===== src/rtl/display_scheduler.sv =====
// Round-robin scheduler sharing one six-digit display between seven tagged sources.
// Each granted word is latched and held for DWELL_CYCLES before the next pending source is served.
module display_scheduler #(
    parameter int unsigned DWELL_CYCLES = 50000000
) (
    input  logic        clk,
    input  logic        rst,
    input  logic [6:0]  req,
    input  logic [11:0] data0,
    input  logic [11:0] data1,
    input  logic [11:0] data2,
    input  logic [11:0] data3,
    input  logic [11:0] data4,
    input  logic [11:0] data5,
    input  logic [11:0] data6,
    input  logic        hold,
    input  logic        next,
    output logic [2:0]  mode,
    output logic [11:0] value,
    output logic [6:0]  grant,
    output logic        valid,
    output logic        err
);

    typedef enum logic [1:0] {
        IDLE,
        SHOW,
        WAIT
    } state_t;

    localparam logic [25:0] DWELL_LOAD = 26'(DWELL_CYCLES - 1);
    localparam logic [1:0]  TAG_ILLEGAL = 2'b11;

    state_t      state, state_nxt;
    logic [25:0] cnt, cnt_nxt;
    logic [2:0]  ptr, ptr_nxt;
    logic [2:0]  mode_nxt;
    logic [11:0] value_nxt;
    logic [6:0]  grant_nxt;
    logic        valid_nxt;
    logic        err_nxt;

    logic [11:0] data [7];
    logic        found;
    logic [2:0]  pick;
    logic        expiry;

    assign data[0] = data0;
    assign data[1] = data1;
    assign data[2] = data2;
    assign data[3] = data3;
    assign data[4] = data4;
    assign data[5] = data5;
    assign data[6] = data6;

    // Index base+off modulo 7; base is at most 6 and off at most 7.
    function automatic logic [2:0] wrap_idx(input logic [2:0] base, input int off);
        logic [3:0] s;
        s = {1'b0, base} + off[3:0];
        return (s >= 4'd7) ? 3'(s - 4'd7) : s[2:0];
    endfunction

    always_comb begin
        found = 1'b0;
        pick  = 3'd0;
        for (int i = 1; i <= 7; i++) begin
            if (!found && req[wrap_idx(ptr, i)]) begin
                found = 1'b1;
                pick  = wrap_idx(ptr, i);
            end
        end
    end

    // hold wins over next, so a next pulse during hold is simply lost.
    assign expiry = (state == SHOW) && !hold && ((cnt == '0) || next);

    always_comb begin
        // NOTE: every output of this block gets a default first so no latch is inferred.
        state_nxt = state;
        cnt_nxt   = cnt;
        ptr_nxt   = ptr;
        mode_nxt  = mode;
        value_nxt = value;
        grant_nxt = '0;
        valid_nxt = valid;
        err_nxt   = 1'b0;

        if (found && (state != SHOW || expiry)) begin
            grant_nxt = 7'd1 << pick;
            ptr_nxt   = pick;
            if (data[pick][11:10] == TAG_ILLEGAL) begin
                err_nxt   = 1'b1;
                state_nxt = valid ? WAIT : IDLE;
            end else begin
                value_nxt = data[pick];
                mode_nxt  = pick;
                valid_nxt = 1'b1;
                cnt_nxt   = DWELL_LOAD;
                state_nxt = SHOW;
            end
        end else if (state == SHOW && !hold) begin
            if (expiry) begin
                state_nxt = WAIT;
            end else begin
                cnt_nxt = cnt - 26'd1;
            end
        end
    end

    // NOTE: sequential state uses non-blocking assignments only.
    always_ff @(posedge clk) begin
        if (rst) begin
            state <= IDLE;
            cnt   <= '0;
            ptr   <= 3'd6;
            mode  <= 3'd0;
            value <= 12'h800;
            grant <= '0;
            valid <= 1'b0;
            err   <= 1'b0;
        end else begin
            state <= state_nxt;
            cnt   <= cnt_nxt;
            ptr   <= ptr_nxt;
            mode  <= mode_nxt;
            value <= value_nxt;
            grant <= grant_nxt;
            valid <= valid_nxt;
            err   <= err_nxt;
        end
    end

endmodule

===== config.mk =====
export PLATFORM = sky130hd
export DESIGN_NAME = display_scheduler
export DESIGN_NICKNAME = d
export VERILOG_FILES = /design/src/rtl/display_scheduler.sv
export SDC_FILE = /design/constraint.sdc
export NUM_CORES = 1
export LEC_CHECK = 0
export CAP_MARGIN = 10
export CORE_ASPECT_RATIO = 0.5
export CORE_MARGIN = 4
export CORE_UTILIZATION = 50
export CTS_CLUSTER_SIZE = 16
export DETAILED_ROUTE_END_ITERATION = 10
export GPL_TIMING_DRIVEN = 0
export HOLD_SLACK_MARGIN = 0.15
export PLACE_DENSITY_LB_ADDON = 0.1
export RECOVER_POWER = 50
export SETUP_SLACK_MARGIN = 0.5
export SKIP_LAST_GASP = 1
export SYNTH_ARGS = -nofsm -noshare
export SYNTH_HDL_FRONTEND = slang
export SYNTH_SLANG_ARGS = --single-unit

===== constraint.sdc =====
create_clock -name clk -period 6.15 [get_ports clk]
set_clock_uncertainty 0.2 [all_clocks]
set_input_delay 0.9225 -clock clk [delete_from_list [all_inputs] [get_ports clk]]
set_output_delay 0.9225 -clock clk [all_outputs]
set_load 0.005 [all_outputs]

==> impl_summary.md, run 1 <==
Layout
The final layout contains about 830 nets. The commonest non-fill, non-tap cell in the layout is clkdlybuf4s50_1. The top cell types in the final layout, fill and taps aside, are clkdlybuf4s50_1 (92), mux2i_1 (63), dfxtp_1 (54). The number of diodes added for antenna fixing is 0. In the final layout, flip-flops and latches occupy 1102 um^2.

In the final layout, the multi-input gates occupy 3540 um^2. The signed area change from the synthesized netlist to the final layout is 30.10%. At the end of the flow the core is filled with cells to 67.51%. The fraction of layout cells with a size suffix above 1 is between 10% and 20%. The count of filler cells inserted in the layout is 823.

Worst setup path
Together, buffers and inverters on the worst path number 5. For this run, the slowest stage of the critical path takes 490 ps. Traced cell by cell, the critical path runs through buf_4 -> inv_1 -> clkbuf_1 -> ha_1 -> clkbuf_1 -> nor2b_2 -> a21oi_1 -> mux2_4 -> a211oi_1 -> nor2_1 -> nor4_1 -> o2111ai_1 -> nand3_1 -> mux2i_1 -> mux2i_2 -> o21ai_2 -> clkbuf_4 -> mux2i_1. The slowest cell on the critical path is nand3_1. Data arrives at the worst endpoint at between 5000 and 6000 ps. The worst endpoint required time is 6170 ps.

The cell family with the largest share of critical-path delay is buffers and inverters. The critical-path maximum fanout is 11. The type of the worst setup path is reg2reg. The endpoint kind of the worst setup timing path is a register. The type of element launching the critical path is a register.

GRT
Entering global routing, the biggest net connects 19 pins. Global routing used 26.45% of the available tracks across all layers. The global-route wire length before repair is 25000 um. The total congestion overflow is 0. The via count of the first global-routing pass is about 4900. The initial antenna violation count came to 0.

Floorplan
Once the floorplan was initialized, standard cells occupied 51.90% of the core. Row generation in the floorplan step produced 25 rows. For this design the top-level I/O count stands at roughly 120. The area enclosed by the die boundary is about 12000 um^2.

The vertical extent of the die is 78.37 um. In this run the standard cell core region covers 9540 um^2. The die width is 148.7 um.

Clocking
In this run, CTS created clock tree buffers numbering 5. The number of setup buffers added after CTS is 0. In this run the clock root is driven by a clkbuf_16. The H-tree depth is 2. The maximum count of clock buffers along a single path is 2. TritonCTS built the clock tree. The total clock sinks is 55.

After clock tree synthesis, the clock-pin slew on the worst setup and hold paths is ~70 ps. For the worst-skew pair, the clock arrives at the later sink with an insertion delay of 300 ps. The number of hold-repair buffers added at the cts stage is 0.

Route
The wire length per cell is 18.00 um. In the routed layout, each cell is associated on average with a via count of 5.886. The wire length after detailed routing is between 15000 and 20000 um. The detailed router finished its first iteration with between 400 and 500 violations. The routed layout has 5021 vias. The remaining design rule violation count is 0.

The final antenna-violating net count is 0. The count of TritonRoute iterations in the first routing pass is 5.

Yosys
The leading register cell type out of synthesis is dfxtp_1. The number of unique standard cell types used by synthesis is 83. For this run, asynchronously set or reset flops after synthesis account for 0%.

The cell area after synthesis is 4951 um^2. The number of nets produced by synthesis is 702. The Yosys step of the flow raised 0 warnings. Synthesis handed over a netlist of 594 instances. Sequential elements use 22.24% of the synthesized area. The number of enable-type register cells in the synthesized netlist is 0. The post-synthesis area per instance is around 8.3 um^2.

Synthesis inferred 55 register bits.

Timing
The tightest hold margin is between 200 and 300 ps. The post-layout minimum cycle time is around 5500 ps. The worst slew slack as a fraction of its limit is between 40% and 50%. The total count of max-transition violations in the final report is 0.

The final setup violation count is 0. After layout, the worst path uses 89.96% of the clock period. The total count of hold-check failures in the final report is 0. At the pin with the least slew margin, the transition time is 825.9 ps. Timing would allow up to 180.8 MHz. Setup repair after global routing could not meet its margin everywhere. The sum of negative setup slack is 0 ps.

Place
During placement, the flow inserted port buffers numbering 116. Summed over all nets, the half-perimeter wirelength after detailed placement is 11840 um. The weighted congestion at the end of routability-driven global placement is 0.9087.

Min path
The tightest min-delay check is of the reg2reg type.

Status
The run finished with clean final reports.

Flow run
The tool flagged a number of max-cap violations equal to 0.
routing by layer:
metal	vias to the layer above	routed length, um	global-route usage, %
met2	168	7446	45.59
met3	38	759	4.268
met5	-	0	0
met4	0	410	9.032
met1	2352	6740	33.80
li1	2463	-	-
cell type report:
type | instances | area share (%)
multi-input cells | 477 | 54.95
repair buffers | 116 | 18.03
flip-flops and latches | 55 | 17.11
plain buffers | 46 | 3.982
well taps | 135 | 2.622
clock buffers | 5 | 1.943
inverters | 16 | 0.9907
clock inverters | 3 | 0.3691
cells in the mapped netlist, types with 3 or more instances:
library cell  count  area (um^2)
o21ai_1           4        20.02
nor4_1            8        50.05
o2111ai_1         4        35.03
ha_1             12        150.1
inv_1            14        52.55
a21boi_0          5        37.54
buf_2            16        80.08
nand3b_1          5        37.54
a22oi_1          11        82.58
and2_1            9        56.30
a21o_1            3        22.52
xnor2_1          22        192.7
nor3_1           17        85.08
and3b_1           4        35.03
nand2b_1          9        56.30
a211o_1           5        43.79
nor2_1           37        138.9
a31oi_1           7        43.79
a221o_1          13        130.1
buf_4             6        45.04
o221ai_1          4        35.03
xor2_1            7        61.31
nand4_1           3        18.77
o21ai_0          13        65.06
nor3b_1           5        37.54
nand2_1          43        161.4
nor2b_1           9        56.30
nand3_1          20        100.1
a21oi_1          39        195.2
buf_6             5        56.30
mux2i_1          65        650.6
mux2_2           13        146.4
o21a_1            3        22.52
or3_1             8        50.05
dfxtp_1          55         1101
clkbuf_1         18        67.56
o211ai_1          7        52.55
a211oi_1          5        37.54
a311oi_1          3        26.28
cells by family after synthesis:
| group | share of synthesized area (%) |
|---|---|
| and+or+nand+nor | 21.81 |
| adders and majority gates | 3.437 |
| AOI/OAI and AO/OA | 23.02 |
| DFF | 22.24 |
| buffers and inverters | 6.318 |
| xor gates and xnor gates | 5.130 |
| muxes | 18.04 |
timing repair:
| item | in CTS | in global routing |
|---|---|---|
| gates cloned | 0 | 0 |
| hold endpoints to repair | 0 | 0 |
| resized for setup | 1 | 11 |
| setup endpoints to repair | 26 | 46 |
sequential cells by signal, indices dropped and copies added (netlist names):
signal  flops
cnt        26
err         1
grant       7
mode        3
ptr         3
state       2
valid       1
value      12
per-stage QoR:
stage	area (um^2)	setup slack [ps]	cells
2_1_floorplan	4951	1289	594
3_3_place_gp	6281	543.7	845
3_5_place_dp	6281	443.9	845
4_1_cts	6431	500.6	853
5_1_grt	6441	253.7	853
6_report	6441	617.6	853
worst paths after layout:
| check | from | endpoint | slack, ps | depth (start not counted) |
|---|---|---|---|---|
| worst max register to register | ptr[0] | value[9] | 620 | 18 |
| worst min-delay path | mode[0] | mode[0] | 260 | 2 |
| worst max-delay path | ptr[0] | value[9] | 620 | 18 |
| worst min register to register | mode[0] | mode[0] | 260 | 2 |
tightest hold or removal path: stages (launching register included):
cell	delay (ps)
dfxtp_1	310
nand2_1	50
mux2i_1	60
Power of run 1 is not shown: default switching activity piles up to over one toggle a cycle in this logic, so the estimate is an artifact.
==> run 2: changes to the inputs <==
--- a/config.mk
+++ b/config.mk
@@ -9,6 +9,7 @@
 export CORE_ASPECT_RATIO = 0.5
 export CORE_MARGIN = 4
 export CORE_UTILIZATION = 50
+export CTS_CLUSTER_DIAMETER = 200
 export CTS_CLUSTER_SIZE = 16
 export DETAILED_ROUTE_END_ITERATION = 10
 export GPL_TIMING_DRIVEN = 0
==> results of run 2 <==
Same layout as run 1: the final DEF is identical, and so are final timing and power.
Power of run 2 is left out for the same reason.
==> run 3: changes to the inputs <==
--- a/config.mk
+++ b/config.mk
@@ -8,7 +8,7 @@
 export CAP_MARGIN = 10
 export CORE_ASPECT_RATIO = 0.5
 export CORE_MARGIN = 4
-export CORE_UTILIZATION = 50
+export CORE_UTILIZATION = 46
 export CTS_CLUSTER_DIAMETER = 200
 export CTS_CLUSTER_SIZE = 16
 export DETAILED_ROUTE_END_ITERATION = 10
==> constraint.sdc (replaced) <==
create_clock -name clk -period 5.02 [get_ports clk]
set_clock_uncertainty 0.2 [all_clocks]
set_input_delay 0.753 -clock clk [delete_from_list [all_inputs] [get_ports clk]]
set_output_delay 0.753 -clock clk [all_outputs]
set_load 0.005 [all_outputs]
==> run 3 against run 2 <==
  * Critical path depth increased by 1
  * Global-route usage shrank 0.86 points
  * Via count rose by 3.4%
  * Fmax increased by 17%
  * Largest cell class unchanged
==> impl_summary.md, run 3 (same netlist as run 1, synthesis figures left out) <==
Timing
The total count of max-transition violations in the final report is 0. The worst slew slack as a fraction of its limit is around a quarter. The portion of the clock cycle consumed by the worst path in the final layout is 94.31%.

The final setup violation count is 0. The highest clock rate is around 210 MHz. Setup repair after global routing could not meet its margin everywhere. The total count of hold-check failures in the final report is 0. In the final timing run, aggregate negative setup slack is 0 ps. The tightest hold margin is 262.2 ps. The worst path in the final design needs a cycle of approximately 4700 ps, including I/O delays and setup. For the pin with the worst max-slew slack, the measured transition is 1102 ps.

Layout
The largest registers in the layout are cnt (26), value (12), grant (7). Relative to the synthesized area, the layout overhead comes to 40.08%. The largest register by flop count is cnt. The flip-flop count of the largest register after layout is 26. Leaving out fill and tap cells, the most frequent cells in the layout are clkdlybuf4s50_1 (92), mux2i_1 (60), dfxtp_1 (53). The library cell used most frequently in the layout, excluding fill and tap cells, is clkdlybuf4s50_1. The count of filler cells inserted in the layout is roughly 900. In the final layout, the share of cells above drive strength 1 is 18.28%.

The number of antenna diodes in the final layout is 0. For this run, the post-layout net count is 851. The design area is 6935 um^2.

GRT
The global-route wire length before repair is 25670 um. The maximum number of pins on one net before global-route repair is 19. The initial antenna violation count is 0.

The total congestion overflow is 0. Global routing used 25.59% of the available tracks across all layers. The via count of the first global-routing pass is 4935.

Route
The wire length after detailed routing is 16630 um. The first detailed-routing pass ran for 5 iterations. In the final routed layout, each cell accounts on average for 18.81 um. In this run the remaining antenna-violating nets after routing total 0. The detailed router finished its first iteration with 335 violations. The routed via count divided by cell count is 5.874. In the routed design, unresolved DRC markers number 0. The overall via count from detail_route is roughly 5200.

Worst setup path
The worst flop-to-flop path endpoint is state[1]. STA puts the critical path data required time at 5040 ps. Of all nets on the critical path, the largest fanout is 10. At the worst endpoint, the arrival time is 4750 ps. In this run the critical register-to-register path is launched from ptr[1]. The worst register-to-register path has a depth of 19. The type of the worst setup path is reg2reg. The register-to-register setup slack is 290 ps. The endpoint kind of the worst setup timing path is a register. STA classifies the critical path startpoint as a register.

Place
The HPWL after detailed placement is 12250 um. In this run the cell area measured after placement is between 6000 and 7000 um^2. Port buffering added 116 buffers. The weighted congestion at the end of routability-driven global placement is roughly 0.95.

Clocking
The clock passes through at most 2 buffers. TritonCTS built the clock tree. Clock tree synthesis inserted a total of 5 buffers. Clock-pin slew was measured on the worst setup and hold paths at 70 ps. The H-tree depth is 2. The clock latency reported for the late side of the worst-skew pair is between 200 and 300 ps. The library cell used as clock root buffer is clkbuf_16. Counting every sink on the clock net gives 55.

Status
The flow ran to the end, and the final reports show no timing, DRC or antenna violations.

Floorplan
The area of the core is between 10000 and 15000 um^2. The die covers around 13000 um^2. The floorplan step set the die width to roughly 150 um. The count of standard-cell rows is 26. Measured along the y axis, the die boundary spans 81.36 um. The number of top-level pins is ~120. Once the floorplan was initialized, standard cells occupied 47.86% of the core.

Min path
The worst hold path begins at value[4]. For hold timing, the worst endpoint is value[4]. The type of the most critical hold path is reg2reg. The number of cells on the worst hold path is 2.

Flow run
The tool flagged a number of max-cap violations equal to 0.
[run 3: changes by cell type in the layout (fill, tap and decap cells not counted), moves of 3 or more]
cell      previous run  this run
buf_4                5        24
buf_6                5        13
clkbuf_1            17        11
clkbuf_2             2         7
nor3_1              17        12
nor3_2               1         6
a21oi_1             39        36
buf_12               0         3
buf_2               14        11
mux2i_1             63        60
[run 3: worst max-delay path by stage]
stage	from	depth (start not counted)	endpoint
CTS	ptr[1]	21	state[1]
finish	ptr[1]	19	state[1]
detailed placement	ptr[1]	19	mode[0]
floorplan	ptr[1]	19	state[1]
global placement	ptr[1]	19	mode[1]
global route	ptr[1]	21	state[1]
[run 3: critical path, cell delays in order (launching register included)]
cell and delay [ps]:
dfxtp_1 330, clkbuf_16 160, inv_12 50, ha_4 130
inv_2 40, fa_2 580, clkbuf_1 140, mux2i_1 190
mux2i_1 90, or3_1 400, nand3_1 170, nor3b_1 90
nor4_1 420, o2111ai_1 270, nand3_4 250, mux2i_1 310
mux2i_4 130, buf_4 170, or3_1 320, a211oi_2 220
[run 3: through the flow]
stage / instances / worst slack (ps) / util (%)
after global placement: 850 / -13.74 / 61.20
after CTS: 882 / 379.4 / 66.97
after floorplan: 594 / 503.0 / -
after global routing: 884 / 85.61 / 67.04
final: 884 / 285.8 / 67.04
after detailed placement: 850 / -147.9 / 61.20
[run 3: cell type report]
cell class	instances	area, um^2	area share (%)
plain buffers	46	337.8	4.871
clock buffers	5	125.1	1.804
clock inverters	3	23.77	0.3428
inverters	16	75.07	1.082
multi-input cells	477	3705	53.42
flip-flops and latches	55	1109	15.98
well taps	140	175.2	2.526
repair buffers	142	1385	19.97
[run 3: layer usage]
metal / global-route usage (%) / vias to the layer above / wire [um]
li1: - / 2502 / -
met1: 33.00 / 2490 / 7308
met2: 44.87 / 160 / 8013
met3: 2.874 / 41 / 780
met4: 9.427 / 0 / 526
met5: 0 / - / 0
[run 3: what timing repair did]
item                       CTS  global route
pin swaps                   14             4
gates cloned                 3             0
setup buffers               21             2
setup endpoints to repair   54            48
hold buffers                 0             0
hold endpoints to repair     0             0
gates resized for setup     61            10
Power of run 3 is left out for the same reason.
